`config.mk`:
```
export PLATFORM = sky130hd
export DESIGN_NAME = blink_period_meter
export DESIGN_NICKNAME = d
export VERILOG_FILES = /design/src/rtl/blink_period_meter.sv
export SDC_FILE = /design/constraint.sdc
export NUM_CORES = 1
export LEC_CHECK = 0
export BUFFER_PORTS_ARGS = -buffer_cell sky130_fd_sc_hd__buf_4
export CORE_ASPECT_RATIO = 0.8
export CORE_MARGIN = 3
export CORE_UTILIZATION = 31
export CTS_CLUSTER_DIAMETER = 40
export DETAILED_ROUTE_END_ITERATION = 8
export GPL_TIMING_DRIVEN = 0
export PLACE_DENSITY = 0.54
export SLEW_MARGIN = 15
export SYNTH_ARGS = -nofsm -noshare
export SYNTH_HDL_FRONTEND = slang
export SYNTH_SLANG_ARGS = --single-unit
export TNS_END_PERCENT = 100
```
`constraint.sdc`:
```
create_clock -name clk -period 2.4 [get_ports clk]
set_input_delay 0.12 -clock clk [delete_from_list [all_inputs] [get_ports clk]]
set_output_delay 0.12 -clock clk [all_outputs]
set_load 0.1 [all_outputs]
```
`src/rtl/blink_period_meter.sv`:
```
// Measures period and high time of an asynchronous square wave, with timeout and lock status.
// Optional period min/max tracking is enabled by defining BLINK_MINMAX_EN.
module blink_period_meter #(
    parameter int unsigned CNT_W       = 26,
    parameter int unsigned SYNC_STAGES = 2
) (
    input  logic             clk,
    input  logic             rst_n,
    input  logic             sig_in,
    input  logic             clr,
    output logic [CNT_W-1:0] period,
    output logic [CNT_W-1:0] high_time,
    output logic             period_valid,
    output logic             locked,
    output logic             overflow,
    output logic [CNT_W-1:0] period_min,
    output logic [CNT_W-1:0] period_max
);

    typedef enum logic [1:0] {IDLE, FIRST, MEAS} state_t;

    localparam logic [CNT_W-1:0] CNT_MAX = '1;
    localparam logic [CNT_W-1:0] CNT_ONE = CNT_W'(1);

    state_t                 state_q, state_d;
    logic [SYNC_STAGES-1:0] sync_q, sync_d;
    logic                   s_d_q, s_d_d;
    logic [CNT_W-1:0]       cnt_q, cnt_d;
    logic [CNT_W-1:0]       period_q, period_d;
    logic [CNT_W-1:0]       high_q, high_d;
    logic                   pv_q, pv_d;
    logic                   locked_q, locked_d;
    logic                   ovf_q, ovf_d;
    logic                   s, rise, fall;

    assign s    = sync_q[SYNC_STAGES-1];
    assign rise = s & ~s_d_q;
    assign fall = ~s & s_d_q;

`ifdef BLINK_MINMAX_EN
    logic [CNT_W-1:0] min_q, min_d;
    logic [CNT_W-1:0] max_q, max_d;
`endif

    always_comb begin
        sync_d   = {sync_q[SYNC_STAGES-2:0], sig_in};
        s_d_d    = s;
        state_d  = state_q;
        cnt_d    = cnt_q;
        period_d = period_q;
        high_d   = high_q;
        pv_d     = 1'b0;
        locked_d = locked_q;
        ovf_d    = ovf_q;
`ifdef BLINK_MINMAX_EN
        min_d    = min_q;
        max_d    = max_q;
`endif
        // clr leaves the synchroniser and edge-delay flop running so a pending edge is consumed
        if (clr) begin
            state_d  = IDLE;
            cnt_d    = '0;
            period_d = '0;
            high_d   = '0;
            locked_d = 1'b0;
            ovf_d    = 1'b0;
`ifdef BLINK_MINMAX_EN
            min_d    = '0;
            max_d    = '0;
`endif
        end else begin
            if (rise)
                cnt_d = CNT_ONE;
            else if (cnt_q != CNT_MAX)
                cnt_d = cnt_q + CNT_ONE;

            unique case (state_q)
                IDLE: begin
                    if (rise)
                        state_d = FIRST;
                end
                FIRST, MEAS: begin
                    if (rise) begin
                        period_d = cnt_q;
                        pv_d     = 1'b1;
                        locked_d = 1'b1;
                        state_d  = MEAS;
`ifdef BLINK_MINMAX_EN
                        if (state_q == FIRST || cnt_q < min_q)
                            min_d = cnt_q;
                        if (state_q == FIRST || cnt_q > max_q)
                            max_d = cnt_q;
`endif
                    end else if (cnt_q == CNT_MAX) begin
                        ovf_d    = 1'b1;
                        locked_d = 1'b0;
                        state_d  = IDLE;
                    end
                    if (fall)
                        high_d = cnt_q;
                end
                default: state_d = IDLE;
            endcase
        end
    end

    always_ff @(posedge clk or negedge rst_n) begin
        if (!rst_n) begin
            state_q  <= IDLE;
            sync_q   <= '0;
            s_d_q    <= 1'b0;
            cnt_q    <= '0;
            period_q <= '0;
            high_q   <= '0;
            pv_q     <= 1'b0;
            locked_q <= 1'b0;
            ovf_q    <= 1'b0;
`ifdef BLINK_MINMAX_EN
            min_q    <= '0;
            max_q    <= '0;
`endif
        end else begin
            state_q  <= state_d;
            sync_q   <= sync_d;
            s_d_q    <= s_d_d;
            cnt_q    <= cnt_d;
            period_q <= period_d;
            high_q   <= high_d;
            pv_q     <= pv_d;
            locked_q <= locked_d;
            ovf_q    <= ovf_d;
`ifdef BLINK_MINMAX_EN
            min_q    <= min_d;
            max_q    <= max_d;
`endif
        end
    end

    assign period       = period_q;
    assign high_time    = high_q;
    assign period_valid = pv_q;
    assign locked       = locked_q;
    assign overflow     = ovf_q;

`ifdef BLINK_MINMAX_EN
    assign period_min = min_q;
    assign period_max = max_q;
`else
    assign period_min = '0;
    assign period_max = '0;
`endif

endmodule
```
==> Word level (Yosys, flattened, before mapping) <==
Index checks and enable logic that the tools add are counted.
{ "classes": {"add_sub_neg": 1, "bitwise": 4, "n_reduce_logical": 13, "n_eq_ne": 7, "n_mux": 25} }
{ "ops": {"columns": ["op", "n"], "rows": [
  ["26-bit two-way mux", 9],
  ["26-bit by 1-bit adder with 26-bit output (second input constant)", 1],
  ["26-bit == test (second input constant)", 1],
  ["26-bit inequality test (second input constant)", 1],
  ["1-bit two-way mux", 11],
  ["2-bit two-way mux", 4],
  ["2-bit AND reduction", 4],
  ["2-bit nonzero test", 4],
  ["3-bit nonzero test", 2],
  ["4-bit inequality test (second input constant)", 1],
  ["2-bit one-hot mux with 2 select lines", 1],
  ["3-bit inequality test (second input constant)", 1],
  ["3-bit AND reduction", 1],
  ["1-bit AND", 2],
  ["2-bit by 1-bit == test with 1-bit output (second input constant)", 1],
  ["2-bit == test (second input constant)", 1],
  ["2-bit zero test", 1],
  ["2-bit inequality test (second input constant)", 1],
  ["1-bit NOT", 2],
  ["2-bit OR reduction", 1]
]} }
{ "totals": {"wordCells": 59, "register_bits": 86, "out_inout_bits": 107, "input_bits": 4} }

==> Logic depth before layout (Yosys ltp) <==
{ "depth": {"depth_word": 5, "ltp_mapped": 8} }

==> Worst setup path before layout <==
OpenSTA, ideal clock, no wires.
{ "synth_path": {"kind": "flip-flop to flip-flop", "startpoint": "register cnt_q[0]", "endpoint": "register cnt_q[21]", "slack_ns": 0.518, "stages_incl_launch_ff": 7, "setup_ns": 0.079, "t_arrival_ns": 1.803, "n_path_buf": 1, "cell_sequence": "dfrtp_1 -> ha_1 -> and3_1 -> and3_1 -> buf_2 -> a2111oi_0 -> mux2i_1"} }
{ "synth_between": {"elab_chain_cells": 4, "elab_cells_between_ends": 6, "classes_between": "1 x add/sub; 1 x eq/ne; 3 x mux; 1 x reduce/logical"} }
{ "synth_lines": {"columns": ["element", "line", "source"], "rows": [
  ["from (decl)", "28", "logic [CNT_W-1:0] cnt_q, cnt_d;"],
  ["from (signal assigned)", "126", "cnt_q <= cnt_d;"],
  ["26-bit by 1-bit adder with 26-bit output", "75", "cnt_d = cnt_q + CNT_ONE;"],
  ["26-bit two-way mux", "74", "else if (cnt_q != CNT_MAX)"],
  ["26-bit two-way mux", "72", "if (rise)"],
  ["26-bit two-way mux", "60", "if (clr) begin"]
]} }
Parallel ways exist; a longest one is shown, timed or not. The select of a mux whose other input is x is not followed.
A chain may end at the register's enable or synchronous reset.

==> Final worst setup path <==
{ "layout_path": {"startpoint": "register cnt_q[0]", "endpoint": "register cnt_q[23]"} }
The elaborated chain is that of the path after synthesis.

==> metrics.md <==
| Metric | Value |
|---|---|
| Met3 wire length | about 800 um |
| Core box area | 13,100 um2 |
| Largest net degree at the start of global routing | 87 |
| Worst vdd rail ir drop | 0.315 mV |
| Antenna violations before repair | 0 |
| Cell row count | 37 |
| Clk Latency, worst-skew pair | 340 ps |
| CTS Buf Count | 9 |
| Cell area after synthesis | 4270 um2 |
| Final global-route overflow total | 0 |
| Result of the run | completed |
| Highest routing layer actually used | met4 |
| Final hold violation count | 0 |
| H-tree lvl count | 3 |
| Placed insts | ~730 |
| Overall track demand over capacity in global routing | between 15 and 20% |
| Launch instance of the worst min-delay path | clr |
| Count of buffers inserted at the top-level ports | 58 |
| Weighted congestion reported at the end of routability-driven placement | 0.835 |
| Worst slack at placement | 46.7 ps |
| Critical path peak fanout | 8 |
| Final max-slew violation count | 0 |
| Sum of net half-perimeters after detailed placement | 7910 um |
| #FFs+latches synth | 86 |
| Final ANT Viol Nets | 0 |
| Dominant synthesized flop cell | dfrtp_1 |
| Detailed-router iteration count before antenna repair | 5 |
| Max-capacitance violation count | 0 |
| Post-layout nets | 574 |
| Vias | about 3,500 |
| Average wire per standard cell | 15.3 um |
| Area overhead of the layout relative to synthesis | 27.5% |
| Met2 WL | around 5000 um |
| Max Clock Freq | around 0.44 GHz |
| Worst R2R Start | cnt_q[0] |
| Number of vias per cell | 4.70 |
| Vias in the first global route | between 3,000 and 4,000 |
| Post-route DRC | 0 |
| Setup clock skew after layout | 7.85 ps |
| Final period util | 94.2% |
| Instance count of the mapped netlist | 445 |
| Type of the worst setup path | reg2reg |
| Buffer type at the clock tree root | clkbuf_16 |
| Kind of launch point of the worst setup path | flop |
| Worst setup margin | between 100 and 150 ps |
| Share of flip-flops with an asynchronous set or reset after synthesis | 100% |
| EDFF count, synth | 0 |
| Arrival time at the worst endpoint | 2520 ps |
| Die Outline Area | 15,200 um2 |
| Clock sink count | 86 |
| Post-synth cell types | 41 |
| Slew of the pin with the lowest slew margin | 783 ps |
| Post-layout minimum cycle time | 2260 ps |
| Vert. Die Dim | 111 um |
| Die X | 137 um |
| Final-report setup violation count | 0 |
| Required time reported for the critical path endpoint | 2660 ps |
| Worst hold-check path type | in2reg |
| Antenna fix cells | 0 |
| Avg Synthesized Cell Area | 9.60 um2 |
| Slew Limit Headroom | between 40% and 50% |
| Wire length reported by the detailed router | between 10,000 and 15,000 um |
| Unrepaired setup endpoints after global routing | yes |
| Global-route wire length before repair | 18,200 um |
| LEAKAGE | 2.59 nW |
| Most frequent cells in the layout | buf_4 (110), dfrtp_1 (86), nand2_1 (82) |
| Max Root-Sink Buffers | 2 |
| Boundary Pins | 111 |
| Clock tree from TritonCTS | built |
| Critical Path Start | cnt_q[0] |
| Most common cell after layout, fill and taps aside | buf_4 |
| Number of standard cells in the final layout excluding fillers | about 740 |
| Seq/Total Area, Yosys | 50.4% |
| Count of filler cells inserted in the layout | approximately 1,300 |
| Yosys warning total | 0 |
| Ratio of cells with drive above 1 in the final layout | 24.3% |
| Iteration-0 DRC Markers | 243 |
| Metal-1 WL | about 5600 um |
| Clk pin slew, worst setup/hold paths | 60 ps |
| Effective utilization at floorplan | about a third |
| Endpoint type of the worst setup path | flop |
| PwrDens | 646 nW/um2 |
-- sequential cells by signal, indices dropped and copies added, names as in the netlist --
signal / count
high_time: 26
period: 26
period_valid: 1
state_q: 2
locked: 1
overflow: 1
sync_q: 2
s_d_q: 1
cnt_q: 26
-- critical path: stages, from the launching register on --
cell and delay, ps:
dfrtp_1 450, ha_1 270, and3_1 260, and3_1 160, buf_2 170, a2111oi_0 630
mux2i_1 250
-- per-stage QoR --
stage | power, mW | hold WS, ps | setup TNS (ps) | util (%) | cell area (um2)
after global placement | 2.11 | 230 | 0 | 38.9 | 5120
after detailed placement | 2.11 | 232 | 0 | 38.9 | 5120
after global routing | 3.65 | 351 | -0.732 | 41.4 | 5450
after floorplan | 2.03 | -176 | 0 | - | 4460
after CTS | 3.56 | 42.3 | 0 | 41.2 | 5420
final | 3.52 | 319 | 0 | 41.4 | 5450
-- synthesized netlist by cell type, types with 3 or more instances --
cell type	count	area [um2]
dfrtp_1	86	2150
nand2_1	82	308
buf_4	53	398
a21oi_1	38	190
clkbuf_1	20	75.1
a22o_1	18	158
or3_1	16	100
mux2i_1	15	150
nand3_1	14	70.1
o21ai_0	13	65.1
a211oi_1	9	67.6
nand2b_1	8	50.1
and3_1	6	37.5
buf_2	6	30.0
inv_1	6	22.5
nor2_1	5	18.8
a31oi_1	4	25.0
and4_1	4	35.0
nand4_1	4	25.0
or4_1	4	30.0
ha_1	3	37.5
nor2b_1	3	18.8
nor3_1	3	15.0
o31ai_1	3	22.5
-- logic make-up (layout without fill, tap and decap cells) --
group / count (synthesis) / after routing / share of synthesized area [%]
AOI/OAI and AO/OA: 94 / 94 / 14.2
adders and majority gates: 3 / 3 / 0.879
buffers and inverters: 89 / 162 / 12.7
DFF: 86 / 86 / 50.4
muxes: 15 / 15 / 3.51
other: 1 / 52 / 0.0878
and+or+nand+nor: 157 / 157 / 18.2
-- power by group --
group / internal (mW) / switching [mW] / total (mW)
Clock: 0.895 / 0.536 / 1.43
Combinational: 0.102 / 0.511 / 0.613
Sequential: 1.46 / 0.0131 / 1.48
Total: 2.46 / 1.06 / 3.52
-- area by class of cell --
type,count,area (um2),area share (%)
plain buffers,83,523,9.60
clock buffers,11,233,4.27
clock inverters,2,60.1,1.10
inverters,6,22.5,0.414
multi-input cells,321,1780,32.6
flip-flops and latches,86,2150,39.5
well taps,175,219,4.02
repair buffers,60,459,8.43
-- metal layers --
layer  vias up  global-route usage [%]
li1       1707                       -
met1      1652                    23.3
met2       123                    20.6
met3        12                    3.90
met4         0                    4.32
met5         -                       0
-- what timing repair did --
action,4_1_cts,5_1_grt
setup endpoints to repair,0,17
endpoints found under the hold margin,1,86
setup buffers,0,0
gates resized for setup,0,7
hold buffers,1,1
-- final timing paths --
path / end / slack [ps] / cells after the start
max in group asynchronous: cnt_q[14] / 1460 / 2
setup reg to reg: cnt_q[23] / 140 / 6
hold reg to reg: sync_q[1] / 350 / 0
setup / recovery: cnt_q[23] / 140 / 6
min in group asynchronous: period[22] / 410 / 2
hold / removal: cnt_q[20] / 320 / 4
No activity file was read; power rests on OpenSTA's default activity.
